$ cat config.mk
export PLATFORM = sky130hd
export DESIGN_NAME = muldiv_unit
export DESIGN_NICKNAME = d
export VERILOG_FILES = /design/src/rtl/muldiv_unit.sv
export SDC_FILE = /design/constraint.sdc
export NUM_CORES = 1
export LEC_CHECK = 0
export ABC_CLOCK_PERIOD_IN_PS = 7140
export CORE_MARGIN = 4
export CORE_UTILIZATION = 35
export DETAILED_ROUTE_END_ITERATION = 12
export DONT_BUFFER_PORTS = 1
export PLACE_DENSITY = 0.47
export SLEW_MARGIN = 20
export SYNTH_ARGS = -nofsm -noshare
export SYNTH_HDL_FRONTEND = slang
export SYNTH_SLANG_ARGS = --single-unit
$ cat constraint.sdc
create_clock -name clk -period 7.14 [get_ports clk]
set_input_delay 1.071 -clock clk [delete_from_list [all_inputs] [get_ports clk]]
set_output_delay 1.071 -clock clk [all_outputs]
set_load 0.02 [all_outputs]
$ cat src/rtl/muldiv_unit.sv
`default_nettype none
// ============================================================================
// muldiv_unit : iterative RV32M/RV64M multiply/divide unit for the EX stage
// Rev 1.0
// ============================================================================
module muldiv_unit #(
   parameter int XLEN = 32
) (
   input  logic            clk,
   input  logic            reset,
   input  logic [1:0]      ALUOp,
   input  logic [6:0]      Funct7,
   input  logic [2:0]      Funct3,
   input  logic            in_valid,
   input  logic            flush,
   input  logic [XLEN-1:0] SrcA,
   input  logic [XLEN-1:0] SrcB,
   output logic            is_muldiv,
   output logic            stall,
   output logic            busy,
   output logic            done,
   output logic [XLEN-1:0] Result
);

   localparam int            CW        = $clog2(XLEN) + 1;
   localparam logic [CW-1:0] LAST_STEP = CW'(XLEN - 1);
   localparam logic [XLEN-1:0] MIN_INT = {1'b1, {(XLEN-1){1'b0}}};

   typedef enum logic [1:0] {
      IDLE = 2'd0,
      CALC = 2'd1,
      DONE = 2'd2
   } state_t;

   state_t            r_state;
   logic [CW-1:0]     r_count;
   logic [2:0]        r_op;
   logic              r_neg;
   logic [XLEN-1:0]   r_opb;
   logic [2*XLEN-1:0] r_acc;

   logic              w_a_signed, w_b_signed, w_neg_a, w_neg_b, w_neg;
   logic [XLEN-1:0]   w_mag_a, w_mag_b;
   logic              w_fast;
   logic [XLEN-1:0]   w_fast_result;
   logic [XLEN:0]     w_sum, w_tmp, w_diff;
   logic [2*XLEN-1:0] w_acc_next, w_prod;
   logic [XLEN-1:0]   w_quo, w_rem, w_step_result;

   assign is_muldiv = (ALUOp == 2'b10) && (Funct7 == 7'b0000001);
   assign stall     = in_valid && is_muldiv && (r_state != DONE);
   assign busy      = (r_state != IDLE);
   assign done      = (r_state == DONE);

   // Operand decode at acceptance: sign policy and fast-path detection
   always_comb begin
      w_a_signed = !(Funct3 == 3'b011 || Funct3 == 3'b101 || Funct3 == 3'b111);
      w_b_signed = (Funct3 == 3'b000 || Funct3 == 3'b001 ||
                    Funct3 == 3'b100 || Funct3 == 3'b110);
      w_neg_a    = w_a_signed && SrcA[XLEN-1];
      w_neg_b    = w_b_signed && SrcB[XLEN-1];
      w_mag_a    = w_neg_a ? -SrcA : SrcA;
      w_mag_b    = w_neg_b ? -SrcB : SrcB;
      w_neg      = (Funct3[2] && Funct3[1]) ? w_neg_a : (w_neg_a ^ w_neg_b);
      w_fast        = 1'b0;
      w_fast_result = '0;
      if (Funct3[2] && (SrcB == '0)) begin
         w_fast        = 1'b1;
         w_fast_result = Funct3[1] ? SrcA : '1;
      end else if (Funct3[2] && !Funct3[0] && (SrcA == MIN_INT) && (SrcB == '1)) begin
         w_fast        = 1'b1;
         w_fast_result = Funct3[1] ? '0 : MIN_INT;
      end
   end

   // One shift-add (multiply) or restoring-subtract (divide) step
   always_comb begin
      w_sum      = '0;
      w_tmp      = '0;
      w_diff     = '0;
      w_acc_next = r_acc;
      if (!r_op[2]) begin
         w_sum      = {1'b0, r_acc[2*XLEN-1:XLEN]} + (r_acc[0] ? {1'b0, r_opb} : '0);
         w_acc_next = {w_sum, r_acc[XLEN-1:1]};
      end else begin
         w_tmp  = {r_acc[2*XLEN-1:XLEN], r_acc[XLEN-1]};
         w_diff = w_tmp - {1'b0, r_opb};
         if (!w_diff[XLEN])
            w_acc_next = {w_diff[XLEN-1:0], r_acc[XLEN-2:0], 1'b1};
         else
            w_acc_next = {w_tmp[XLEN-1:0], r_acc[XLEN-2:0], 1'b0};
      end
   end

   always_comb begin
      w_prod = r_neg ? -w_acc_next : w_acc_next;
      w_quo  = r_neg ? -w_acc_next[XLEN-1:0] : w_acc_next[XLEN-1:0];
      w_rem  = r_neg ? -w_acc_next[2*XLEN-1:XLEN] : w_acc_next[2*XLEN-1:XLEN];
      case (r_op)
         3'b000:                 w_step_result = w_prod[XLEN-1:0];
         3'b001, 3'b010, 3'b011: w_step_result = w_prod[2*XLEN-1:XLEN];
         3'b100, 3'b101:         w_step_result = w_quo;
         default:                w_step_result = w_rem;
      endcase
   end

   always_ff @(posedge clk or negedge reset) begin
      if (!reset) begin
         r_state <= IDLE;
         r_count <= '0;
         r_op    <= '0;
         r_neg   <= 1'b0;
         r_opb   <= '0;
         r_acc   <= '0;
         Result  <= '0;
      end else if (flush) begin
         r_state <= IDLE;
         r_count <= '0;
      end else begin
         case (r_state)
            IDLE: begin
               if (in_valid && is_muldiv) begin
                  r_op    <= Funct3;
                  r_neg   <= w_neg;
                  r_opb   <= w_mag_b;
                  r_acc   <= {{XLEN{1'b0}}, w_mag_a};
                  r_count <= '0;
                  if (w_fast) begin
                     Result  <= w_fast_result;
                     r_state <= DONE;
                  end else begin
                     r_state <= CALC;
                  end
               end
            end
            CALC: begin
               r_acc   <= w_acc_next;
               r_count <= r_count + 1'b1;
               if (r_count == LAST_STEP) begin
                  Result  <= w_step_result;
                  r_state <= DONE;
               end
            end
            DONE:    r_state <= IDLE;
            default: r_state <= IDLE;
         endcase
      end
   end

endmodule
`default_nettype wire

## After elaboration in Yosys (flattened, before gate mapping)

Cells that the tools add are included.

| storage, ports and cells | value |
|---|---|
| output and inout bits | 36 |
| flip-flop bits (word level) | 140 |
| word-level logic and storage cells | 102 |

| operators by class | value |
|---|---|
| mux-type cells | 30 |
| bitwise operators | 2 |
| eq/ne operators | 24 |
| $add $sub $neg | 8 |
| reduce and logical (&&, ||, !) cells | 31 |

Operators with widths:

| cell | count |
|---|---|
| 2-to-1 mux 32 bit | 12 |
| 2-to-1 mux 64 bit | 4 |
| negation 32 bit | 4 |
| case mux 64 bit (2 select lines) | 1 |
| case mux 32 bit (3 select lines) | 1 |
| == test 32 bit (second input constant) | 2 |
| negation 64 bit | 1 |
| case mux 32 bit (2 select lines) | 1 |
| adder 32 x 32 -> 33 bit | 1 |
| subtractor 33 x 32 -> 33 bit | 1 |
| zero test 32 bit | 1 |
| == test 3 bit (second input constant) | 6 |
| 2-to-1 mux 6 bit | 2 |
| case mux 6 bit (2 select lines) | 1 |
| logical AND 1 bit | 10 |
| == test 3 x 2 -> 1 bit (second input constant) | 3 |
| 2-to-1 mux 2 bit | 4 |
| != test 2 bit (second input constant) | 4 |
| == test 7 x 1 -> 1 bit (second input constant) | 1 |
| adder 6 x 1 -> 6 bit (second input constant) | 1 |
| == test 3 x 1 -> 1 bit (second input constant) | 2 |
| == test 6 x 5 -> 1 bit (second input constant) | 1 |
| zero test 3 bit | 2 |
| != test 3 bit (second input constant) | 2 |
| 16 further kinds | 27 |

## Depth between registers and ports, before layout

Gate-level depths: netlist (run 1).

| depth | value |
|---|---|
| depth in word-level cells | 10 |
| depth in mapped cells | 27 |
| gate-level depth less buffers | 25 |

## Least setup slack after synthesis (run 1)

OpenSTA, ideal clock, no wires.

| timing path | value |
|---|---|
| path type | register to register |
| from | register r_op[2] |
| to | register Result[30] |
| arrival | 5.903 ns |
| cell stages (with the launch flop) | 25 |
| path slack | 1.154 ns |
| buffers on the path | 9 |
| period minus slack after synthesis | 5.986 ns |
| path through | dfrtp_1 buf_2 clkbuf_1 clkbuf_1 buf_1 clkbuf_1 buf_2 buf_1 clkbuf_1 mux2i_1 ha_1 nor3b_1 o221ai_1 or3_1 clkbuf_1 nor3_1 and2_1 and3_1 a21oi_1 nor4b_1 nand4_1 o21ai_0 xor2_1 a21oi_1 o21ai_0 |

| on the way | value |
|---|---|
| longest elaborated chain between the ends | 6 |
| elaborated cells between the ends (all ways) | 18 |
| classes of those cells | 3 x add/sub; 5 x eq/ne; 7 x mux; 3 x reduce/logical |

Ends and longest elaborated chain:

| item | line | text |
|---|---|---|
| start, declared | 37 | `logic [2:0] r_op;` |
| start signal, assigned | 123 | `r_op <= Funct3;` |
| 2-to-1 mux 64 bit | 82 | `if (!r_op[2]) begin` |
| negation 64 bit (tied with other cells) | 96 | `w_prod = r_neg ? -w_acc_next : w_acc_next;` |
| 2-to-1 mux 64 bit (tied with other cells) | 96 |  |
| case mux 32 bit (3 select lines) (*) | 99 | `case (r_op)` |
| 2-to-1 mux 32 bit (*) | 139 | `if (r_count == LAST_STEP) begin` |
| case mux 32 bit (2 select lines) (*) | 120 | `case (r_state)` |
| end signal, assigned | 129 | `Result <= w_fast_result;` |
| end signal, assigned | 140 | `Result <= w_step_result;` |
| end, declared | 22 | `output logic [XLEN-1:0] Result` |

Mark *: on every way between the ends. The rest lies on a longest branch, timed or not. The select of a mux whose other input is x is not followed.
A chain may end at the register's enable or synchronous reset.

## Final worst setup path (run 1)

| timing path | value |
|---|---|
| from | register r_acc[31] |
| to | register Result[30] |

| on the way | value |
|---|---|
| longest elaborated chain between the ends | 8 |
| elaborated cells between the ends (all ways) | 12 |
| classes of those cells | 4 x add/sub; 8 x mux |

Ends and longest elaborated chain:

| item | line | text |
|---|---|---|
| start, declared | 40 | `logic [2*XLEN-1:0] r_acc;` |
| start signal, assigned | 126 | `r_acc <= {{XLEN{1'b0}}, w_mag_a};` |
| start signal, assigned | 137 | `r_acc <= w_acc_next;` |
| subtractor 33 x 32 -> 33 bit | 87 | `w_diff = w_tmp - {1'b0, r_opb};` |
| 2-to-1 mux 64 bit | 88 | `if (!w_diff[XLEN])` |
| 2-to-1 mux 64 bit (*) | 82 |  |
| negation 64 bit (tied with other cells) | 96 |  |
| 2-to-1 mux 64 bit (tied with other cells) | 96 |  |
| case mux 32 bit (3 select lines) (*) | 99 |  |
| 2-to-1 mux 32 bit (*) | 139 |  |
| case mux 32 bit (2 select lines) (*) | 120 |  |

Marks and branches as above.

==> out/results.txt, run 1 <==
Outcome - finished, final reports clean
Worst-Skew Late Latency - 500 ps
Post-Syn Instances - 2154
Commonest non-fill, non-tap cell in the layout - o21ai_0
Vias per cell - 6.16
WL final - 68600 um
CTS Buf Count - 17
Worst min-delay path category - in2async
GR Util All Layers - 28.0%
Die W - 220 um
CTS root buf - clkbuf_16
Largest net degree at the start of global routing - 141
Max Fclk - 147 MHz
CP max FO - 6
Yosys reg bits - 140
Sequential area share after synthesis - 22.3%
Crit path buf inv count - 2
Max transition margin - 27.8%
P_int - 3.39 mW
# hold bufs at CTS - 0
Post-Route Setup TNS - 0 ps
Die height - 220 um
Synth Area in XOR/XNOR - 9.58%
Sw Pwr - 4.14 mW
Clock-pin slew on the worst setup and hold paths - 70 ps
Crit path launch type - flip-flop
Max-Cap Viols - 0
Synth Area in Adders - 5.83%
Crit path DAT - 7220 ps
Final Hold Fails - 0
Die area - 48400 um2
# setup viols final - 0
Final setup margin - 331 ps
Syn nets - 2306
Port Buffers - 0
Layout cells sized above 1 - 6.14%
Asr flop ratio synth - 100%
Switching part of the total - 54.9%
Largest family of logic cells by synthesized area - compound AO/OA/AOI/OAI gates
CP Capture Type - flip-flop
Antenna Diode Count - 0
Via count - 16590
Initial antenna violation count - 1
Ratio of final minimum period to clock period - 95.4%
Mapped cell area - 15700 um2
CTS tree - built
Sequential share of power - 18.5%
First-pass GRT wire length - 101000 um
Cell Pwr Density - 446 nW/um2
Synth unique cells - 93
CP max stage cell - nor4b_1
Post-CTS setup buffers - 0
Post-CTS resize count - 0
DP HPWL - 52900 um
Nets@finish - 2242
Initial core utilization - 35.5%
VDD IR max - 0.000212 V
Vias in the first global route - 15634
DRT Pass-1 Iters - 5
Remaining Overflow, GRT - 0
Mux share of post-synthesis cell area - 3.74%
Commonest register cell after synthesis - dfrtp_1
DR iter-0 viols - 1564
Ys Warns - 0
Most frequent cell on the critical path - a21oi_1
IO Count - 116
WHS - 286 ps
Crit-path leading delay family - simple AND/OR/NAND/NOR gates
Per-cell routed wire length - 25.5 um
Sink Count - 140
WS Path Type - reg2reg
Leakage power - 7.06 nW
EDFF count, synth - 0
Core Region - 44300 um2
Residual DRC count - 0
Syn Area/Cell - 7.30 um2
Pre-CTS setup slack - 698 ps
Clock power share - 12.7%
Simple-Gate Fraction of Synth Area - 22.4%
Min Tclk post-route - 6810 ps
Clock Skew - 17.0 ps
Number of max-slew violations in the final report - 0
Area Growth Syn to Fin - 7.49%
RSZ-0062 raised after global routing - no
GP Congestion - 0.965
Clock buffer depth - 2
Least-Margin Pin Slew - 1070 ps
Synth Area in Compound Gates - 30.9%
DRT antenna net count - 0
CP required - 7550 ps
Comb pwr share - 68.8%
Row count - 77
CTS H-tree depth - 4
Slowest Stage Delay on Critical Path - 830 ps
Commonest non-fill, non-tap cells in the layout - 229 x o21ai_0, 215 x a21oi_1, 213 x nand2_1, 197 x nor2_1, 138 x dfrtp_1
cell families after synthesis:
kind of cell | count (synthesis)
muxes | 57
xor gates and xnor gates | 172
adders and majority gates | 72
AOI/OAI and AO/OA | 776
and+or+nand+nor | 724
DFF | 140
buffers and inverters | 213
cell type report:
type | instances | area [um2]
multi-input cells | 1801 | 11400
flip-flops and latches | 140 | 3510
repair buffers | 43 | 323
inverters | 87 | 327
fillers | 4734 | 27400
clock inverters | 6 | 85.1
clock buffers | 25 | 495
well taps | 592 | 741
sequential cells by signal, summed over array words and instances, names as in the netlist:
register / count
r_count: 6
r_op: 3
r_acc: 64
r_state: 2
r_neg: 1
Result: 32
r_opb: 32
cell usage after synthesis, types with 6 or more instances:
cell type / count / share of area, %
a211oi_1: 26 / 1.2
a21boi_0: 9 / 0.43
a21o_1: 28 / 1.3
a21oi_1: 216 / 6.9
a221oi_1: 8 / 0.45
a22o_1: 17 / 0.95
a31o_2: 6 / 0.33
a31oi_1: 37 / 1.5
and2_1: 52 / 2.1
and3_1: 17 / 0.68
and4_1: 9 / 0.50
buf_1: 8 / 0.19
buf_2: 13 / 0.41
clkbuf_1: 103 / 2.5
dfrtp_1: 140 / 22
ha_1: 70 / 5.6
inv_1: 86 / 2.1
mux2_2: 14 / 1.0
mux2i_1: 43 / 2.7
nand2_1: 213 / 5.1
nand2b_1: 19 / 0.76
nand3_1: 30 / 0.96
nand3b_1: 6 / 0.29
nand4_1: 27 / 1.1
nor2_1: 198 / 4.7
nor2b_1: 8 / 0.32
nor3_1: 55 / 1.8
nor3b_1: 9 / 0.43
nor4_1: 16 / 0.64
o211ai_1: 23 / 1.1
o21a_1: 20 / 0.96
o21ai_0: 229 / 7.3
o21ai_1: 7 / 0.22
o21bai_1: 8 / 0.38
o221ai_1: 6 / 0.33
o22ai_1: 23 / 0.92
o31ai_1: 29 / 1.4
o41ai_1: 12 / 0.67
or2_2: 12 / 0.48
or3_1: 22 / 0.88
or4_1: 13 / 0.62
xnor2_1: 100 / 5.6
xor2_1: 72 / 4.0
per-layer routing:
layer / share of wire, % / GRT usage, % / vias up / wire length (um)
met5: 0.010 / 0 / - / 7
met4: 2.8 / 8.50 / 2 / 1900
met3: 8.2 / 7.13 / 93 / 5620
met2: 43 / 41.6 / 673 / 29500
met1: 46 / 39.9 / 8070 / 31600
li1: - / - / 7752 / -
power groups by stage:
stage	combinational [mW]	clock [mW]	sequential, mW
after floorplan	3.60	0	1.25
after global placement	5.08	0	1.39
after detailed placement	5.08	0	1.40
after CTS	5.10	0.969	1.39
after global routing	5.60	0.996	1.42
final	5.18	0.954	1.39
stage by stage:
| stage | instance area (um2) | power (mW) | util, % | std cells |
|---|---|---|---|---|
| floorplan | 15700 | 4.84 | - | 2154 |
| CTS | 16900 | 7.46 | 38.1 | 2694 |
| global placement | 16300 | 6.47 | 36.8 | 2663 |
| finish | 16900 | 7.53 | 38.1 | 2694 |
| global route | 16900 | 8.02 | 38.1 | 2694 |
| detailed placement | 16300 | 6.48 | 36.8 | 2663 |
final timing paths:
check                                             from                     end  slack, ps  cells after the start
worst max register to register   r_acc[31]$_DFFE_PN0P_  Result[30]$_DFFE_PN0P_        330                     25
worst max-delay path             r_acc[31]$_DFFE_PN0P_  Result[30]$_DFFE_PN0P_        330                     25
worst min-delay path                             reset   r_acc[52]$_DFFE_PN0P_        290                      0
min in group clk                r_count[2]$_DFFE_PN0P_  r_count[2]$_DFFE_PN0P_        520                      1
worst min register to register  r_count[2]$_DFFE_PN0P_  r_count[2]$_DFFE_PN0P_        520                      1
max in group asynchronous                        reset   r_opb[20]$_DFFE_PN0P_       6540                      0
No activity file was read; power rests on OpenSTA's default activity.
==> run 2, diff against run 1 <==
- ABC_AREA: not set -> 1
==> run 2 against run 1 <==
Effect of this change:
- non-clock buffer count fell by 24
- sequential share of layout area decreased by 1.2 points
- register-to-register slack improved by 1600 ps
- combinational power down 37%
- maximum frequency rose by 30%
- sequential power fell by 24%
- area after synthesis is 7.5% higher
- setup slack gained 1600 ps
- power is 31% lower
- critical path type unchanged
- critical endpoint is now Result[0]$_DFFE_PN0P_
==> out/results.txt, run 2 <==
Outcome - finished, final reports clean
Slowest Stage Delay on Critical Path - 460 ps
Cell Pwr Density - 291 nW/um2
Residual DRC count - 0
Number of max-slew violations in the final report - 0
Reg2reg setup slack - 1890 ps
Yosys reg bits - 140
Port Buffers - 0
Share of the synthesized area in the top cell type - 20.7%
IO Count - 116
Max Fclk - 191 MHz
WS Path Type - reg2reg
Max-Cap Viols - 0
Biggest register - r_acc
Asr flop ratio synth - 100%
CTS tree - built
Ys Warns - 0
GP Congestion - 0.949
Row count - 80
Vias per cell - 5.47
VDD IR max - 0.000182 V
Commonest register cell after synthesis - dfrtp_1
Synth unique cells - 51
Pre-CTS setup slack - 2050 ps
Mapped cell area - 16900 um2
Post-CTS setup buffers - 0
Crit path launch type - flip-flop
Initial core utilization - 35.4%
Die area - 51900 um2
RSZ-0062 raised after global routing - no
Yosys top cell by area - dfrtp_1
DRT antenna net count - 0
DRT Pass-1 Iters - 8
Initial antenna violation count - 1
Biggest regs - r_acc: 64 flops, Result: 32 flops, r_opb: 32 flops
Area Growth Syn to Fin - 6.29%
Leakage power - 9.47 nW
Most frequent cell on the critical path - nand2_1
CP max FO - 31
Remaining Overflow, GRT - 0
Sink Count - 140
CP max stage cell - dfrtp_1
Crit path DAT - 5610 ps
Ratio of final minimum period to clock period - 73.5%
RR Endpoint - Result[0]$_DFFE_PN0P_
CTS root buf - clkbuf_16
Post-Route Setup TNS - 0 ps
CTS H-tree depth - 4
Via count - 19302
Synth top cells by count - 817 x nand2_1, 440 x inv_1, 349 x nor2_1
WL final - 78700 um
CP required - 7510 ps
Most frequent cell after synthesis - nand2_1
Top post-synthesis cells by area - dfrtp_1 21%, nand2_1 18%, inv_1 9.8%
Sequential area share after synthesis - 20.7%
Commonest non-fill, non-tap cells in the layout - 817 x nand2_1, 438 x inv_1, 348 x nor2_1, 244 x o21ai_0, 225 x nand3_1
Syn nets - 3105
Max reg flops - 64
Antenna Diode Count - 0
Syn Area/Cell - 5.72 um2
DR iter-0 viols - 1929
DP HPWL - 63800 um
Clock Skew - 9.15 ps
Layout cells sized above 1 - 5.49%
CTS Buf Count - 17
EDFF count, synth - 0
Reg2reg path depth - 34
Die height - 228 um
Least-Margin Pin Slew - 1000 ps
Clock-pin slew on the worst setup and hold paths - 70 ps
Clock buffer depth - 2
Die W - 228 um
Final Hold Fails - 0
Vias in the first global route - 17998
Post-CTS resize count - 0
Post-Syn Instances - 2953
Min Tclk post-route - 5250 ps
Final setup margin - 1890 ps
Worst min-delay path category - in2async
Nets@finish - 3051
# hold bufs at CTS - 0
Reg-to-Reg Start - r_opb[0]$_DFFE_PN0P_
GR Util All Layers - 29.6%
CP Capture Type - flip-flop
Per-cell routed wire length - 22.3 um
# setup viols final - 0
Largest net degree at the start of global routing - 141
Worst-Skew Late Latency - 500 ps
Core Region - 47700 um2
First-pass GRT wire length - 116000 um
Commonest non-fill, non-tap cell in the layout - nand2_1
Max transition margin - 32.9%
Total Power - 5.22 mW
## run 2: cell types whose count changed after synthesis, moves of 26 or more
cell | before | now
a21oi_1 | 216 | 183
a31oi_1 | 37 | 11
and2_1 | 52 | 1
clkbuf_1 | 103 | 62
inv_1 | 86 | 440
mux2i_1 | 43 | 0
nand2_1 | 213 | 817
nand2_2 | 0 | 52
nand3_1 | 30 | 225
nor2_1 | 198 | 349
xnor2_1 | 100 | 19
## run 2: worst max path at each step
stage / startpoint / endpoint / slack (ps) / cells after the start
after floorplan: r_acc[31]$_DFFE_PN0P_ / Result[28]$_DFFE_PN0P_ / 3280 / 38
after detailed placement: r_opb[0]$_DFFE_PN0P_ / Result[8]$_DFFE_PN0P_ / 2050 / 36
after global routing: r_opb[0]$_DFFE_PN0P_ / Result[0]$_DFFE_PN0P_ / 1430 / 34
after global placement: SrcB[0] / Result[24]$_DFFE_PN0P_ / 2060 / 14
final: r_opb[0]$_DFFE_PN0P_ / Result[0]$_DFFE_PN0P_ / 1890 / 34
after CTS: r_opb[0]$_DFFE_PN0P_ / Result[0]$_DFFE_PN0P_ / 2010 / 34
## run 2: per-stage QoR
step           hold slack [ps]  util, %  cells  instance area (um2)
4_1_cts                    262     37.6   3527                18000
3_3_place_gp               472     36.4   3495                17400
2_1_floorplan              454        -   2953                16900
5_1_grt                    262     37.6   3527                18000
6_report                   289     37.6   3527                18000
3_5_place_dp               482     36.4   3495                17400
## run 2: routing by layer
| layer | GRT usage [%] | up-vias | wire [um] |
|---|---|---|---|
| li1 | - | 9368 | - |
| met1 | 43.1 | 9160 | 37400 |
| met2 | 43.1 | 682 | 32700 |
| met3 | 7.30 | 92 | 6190 |
| met4 | 9.03 | 0 | 2360 |
| met5 | 0 | - | 0 |
## run 2: worst max-delay path: cells and delay by family (launching register included)
family                     cells  cell delay (ps)
and+or+nand+nor               22             2650
adders and majority gates      3              780
AOI/OAI and AO/OA              3              630
buffers and inverters          6              550
DFF                            1              460
## run 2: where the power goes
part / internal, mW / leakage (nW) / switching [mW]
Clock: 0.484 / 0.262 / 0.434
Sequential: 0.922 / 1.70 / 0.132
Combinational: 0.869 / 7.51 / 2.38
Total: 2.27 / 9.47 / 2.95
## run 2: cell type report
cell class                      count  area (um2)
Clock buffer                       18         429
Inverter                          453        1700
Multi-Input combinational cell   2268       11300
Fill cell                        5423       29800
Tap cell                          615         769
Timing Repair Buffer               19         143
Clock inverter                     14         136
Sequential cell                   140        3510
## run 2: cells by family (layout without fill, tap and decap cells)
group,after synthesis,count (layout),share of synthesized area [%]
adder cells (fa/ha/maj),72,72,5.42
AO/OA/AOI/OAI,520,520,16.6
XOR/XNOR,82,82,4.25
AND/OR/NAND/NOR,1594,1594,40.4
buffers and inverters,545,504,12.6
flip-flops,140,140,20.7
==> run 3, diff against run 2 <==
- ABC_CLOCK_PERIOD_IN_PS: 7140 -> 4300
- PLACE_DENSITY: 0.47 -> 0.49
- clock period: 7.14 -> 4.3 ns (I/O delays scaled with it)
==> run 3 against run 2 <==
Effect of this change:
- worst hold slack got worse by 240 ps
- non-clock buffer count rose by 186
- die area did not move
- sequential share of layout area fell by 1.6 points
- wire length rose by 5.2%
- clock power rose by 67%
- critical endpoint is now Result[19]$_DFFE_PN0P_
==> out/results.txt, run 3 (synthesis gave the netlist of run 2 again) <==
CTS tree - built
First-pass GRT wire length - 122000 um
CP max FO - 10
IO Count - 116
Initial core utilization - 35.4%
Clock buffer depth - 2
Max reg flops - 64
Clock Skew - 13.8 ps
Final Hold Fails - 0
Die W - 228 um
GP Congestion - 0.979
Residual DRC count - 0
WL final - 82800 um
Final instance area - 19600 um2
Area Growth Syn to Fin - 16.1%
Crit path launch type - flip-flop
CP Capture Type - flip-flop
Commonest non-fill, non-tap cell in the layout - nand2_1
Die area - 51900 um2
Ratio of final minimum period to clock period - 94.4%
Clock-pin slew on the worst setup and hold paths - 70 ps
Crit path buf inv count - 5
CTS root buf - clkbuf_16
Biggest register - r_acc
Initial antenna violation count - 3
CP required - 4700 ps
Die height - 228 um
Max-Cap Viols - 0
Number of max-slew violations in the final report - 0
WS Path Type - reg2reg
Layout cells sized above 1 - 12.7%
Max Fclk - 246 MHz
CP max stage cell - dfrtp_2
Post-Place Cell Area - 18700 um2
Max transition margin - 33.0%
Via count - 20059
CTS H-tree depth - 4
DRT Pass-1 Iters - 6
Most frequent cell on the critical path - nand2_1
Outcome - finished, final reports clean
Least-Margin Pin Slew - 1000 ps
Layout Cells excl Fill - 3715
Post-Place Cells - 3670
Leakage power - 10.4 nW
Biggest regs - r_acc: 64 flops, Result: 32 flops, r_opb: 32 flops
DR iter-0 viols - 1940
DRT antenna net count - 0
CTS Buf Count - 17
Port Buffers - 0
Per-cell routed wire length - 22.3 um
Min Tclk post-route - 4060 ps
Slowest Stage Delay on Critical Path - 510 ps
Worst-Skew Late Latency - 490 ps
Crit path DAT - 4460 ps
# setup viols final - 0
Vias per cell - 5.40
Remaining Overflow, GRT - 0
Row count - 80
Worst min-delay path category - in2async
GR Util All Layers - 31.0%
DP HPWL - 68200 um
Commonest non-fill, non-tap cells in the layout - 803 x nand2_1, 430 x inv_1, 343 x nor2_1, 238 x o21ai_0, 219 x nand3_1
WHS - 47.6 ps
Cell Chain, Critical Path - buf_4 > buf_4 > nand2_1 > inv_1 > ha_1 > a21oi_1 > o21ai_0 > inv_1 > nand2_1 > nor2_1 > nand3b_1 > nand2_1 > nand2_1 > inv_1 > nand2_2 > nor2_4 > nand2_1 > nand2_2 > nand2_1 > nand2_1 > nand2_1 > nand2_1 > nand3_1 > a21oi_1
Vias in the first global route - 18923
VDD IR max - 0.000308 V
Core Region - 47700 um2
Nets@finish - 3237
Post-Route Setup TNS - 0 ps
Largest net degree at the start of global routing - 141
Sink Count - 140
Cell Pwr Density - 497 nW/um2
Crit-path leading delay family - simple AND/OR/NAND/NOR gates
-- run 3: timing repair --
item / 4_1_cts / 5_1_grt
pin swaps: 1 / 18
hold endpoints to repair: 140 / 0
endpoints found under the setup margin: 7 / 29
hold buffers: 1 / 0
buffers inserted: 0 / 10
gates resized for setup: 7 / 68
-- run 3: final timing paths --
check | from | to | slack, ps | depth (start not counted)
worst min-delay path | reset | r_opb[26]$_DFFE_PN0P_ | 50 | 1
worst max register to register | r_acc[0]$_DFFE_PN0P_ | Result[19]$_DFFE_PN0P_ | 240 | 24
worst min register to register | r_opb[30]$_DFFE_PN0P_ | r_opb[30]$_DFFE_PN0P_ | 520 | 2
min in group clk | flush | r_state[0]$_DFFE_PN0P_ | 260 | 1
max in group asynchronous | reset | Result[26]$_DFFE_PN0P_ | 3380 | 1
worst max-delay path | r_acc[0]$_DFFE_PN0P_ | Result[19]$_DFFE_PN0P_ | 240 | 24
-- run 3: final cells by class --
cell class                      instances  area [um2]
Antenna cell                            2        5.00
Clock buffer                           22         484
Clock inverter                         10        88.8
Fill cell                            5379       28100
Inverter                              453        1700
Multi-Input combinational cell       2268       11500
Sequential cell                       140        3510
Tap cell                              615         769
Timing Repair Buffer                  205        1580
-- run 3: per-stage QoR --
step | util, % | power [mW] | setup WS, ps
after floorplan | - | 5.34 | 437
after detailed placement | 39.2 | 7.96 | -97.1
after CTS | 40.4 | 9.56 | 12.7
after global placement | 39.2 | 7.97 | -62.6
after global routing | 41.1 | 10.4 | -10.9
final | 41.1 | 9.76 | 243
-- run 3: where the power goes --
| part | total, mW | switching (mW) | internal (mW) |
|---|---|---|---|
| Clock | 1.53 | 0.679 | 0.852 |
| Combinational | 6.51 | 4.46 | 2.05 |
| Sequential | 1.72 | 0.186 | 1.53 |
-- run 3: worst register-to-register path, cell delays in order (launching register included) --
cell and delay [ps]:
dfrtp_2 510, buf_4 200, buf_4 150, nand2_1 60, inv_1 50, ha_1 340, a21oi_1 130, o21ai_0 380
inv_1 80, nand2_1 200, nor2_1 90, nand3b_1 160, nand2_1 250, nand2_1 150, inv_1 130, nand2_2 90
nor2_4 170, nand2_1 100, nand2_2 100, nand2_1 70, nand2_1 60, nand2_1 70, nand2_1 70, nand3_1 170
a21oi_1 200
-- run 3: layer usage --
layer	GRT usage, %	wire (um)
met4	8.13	2000
met3	5.41	6330
met1	46.1	39300
met2	46.5	35100
met5	0	0
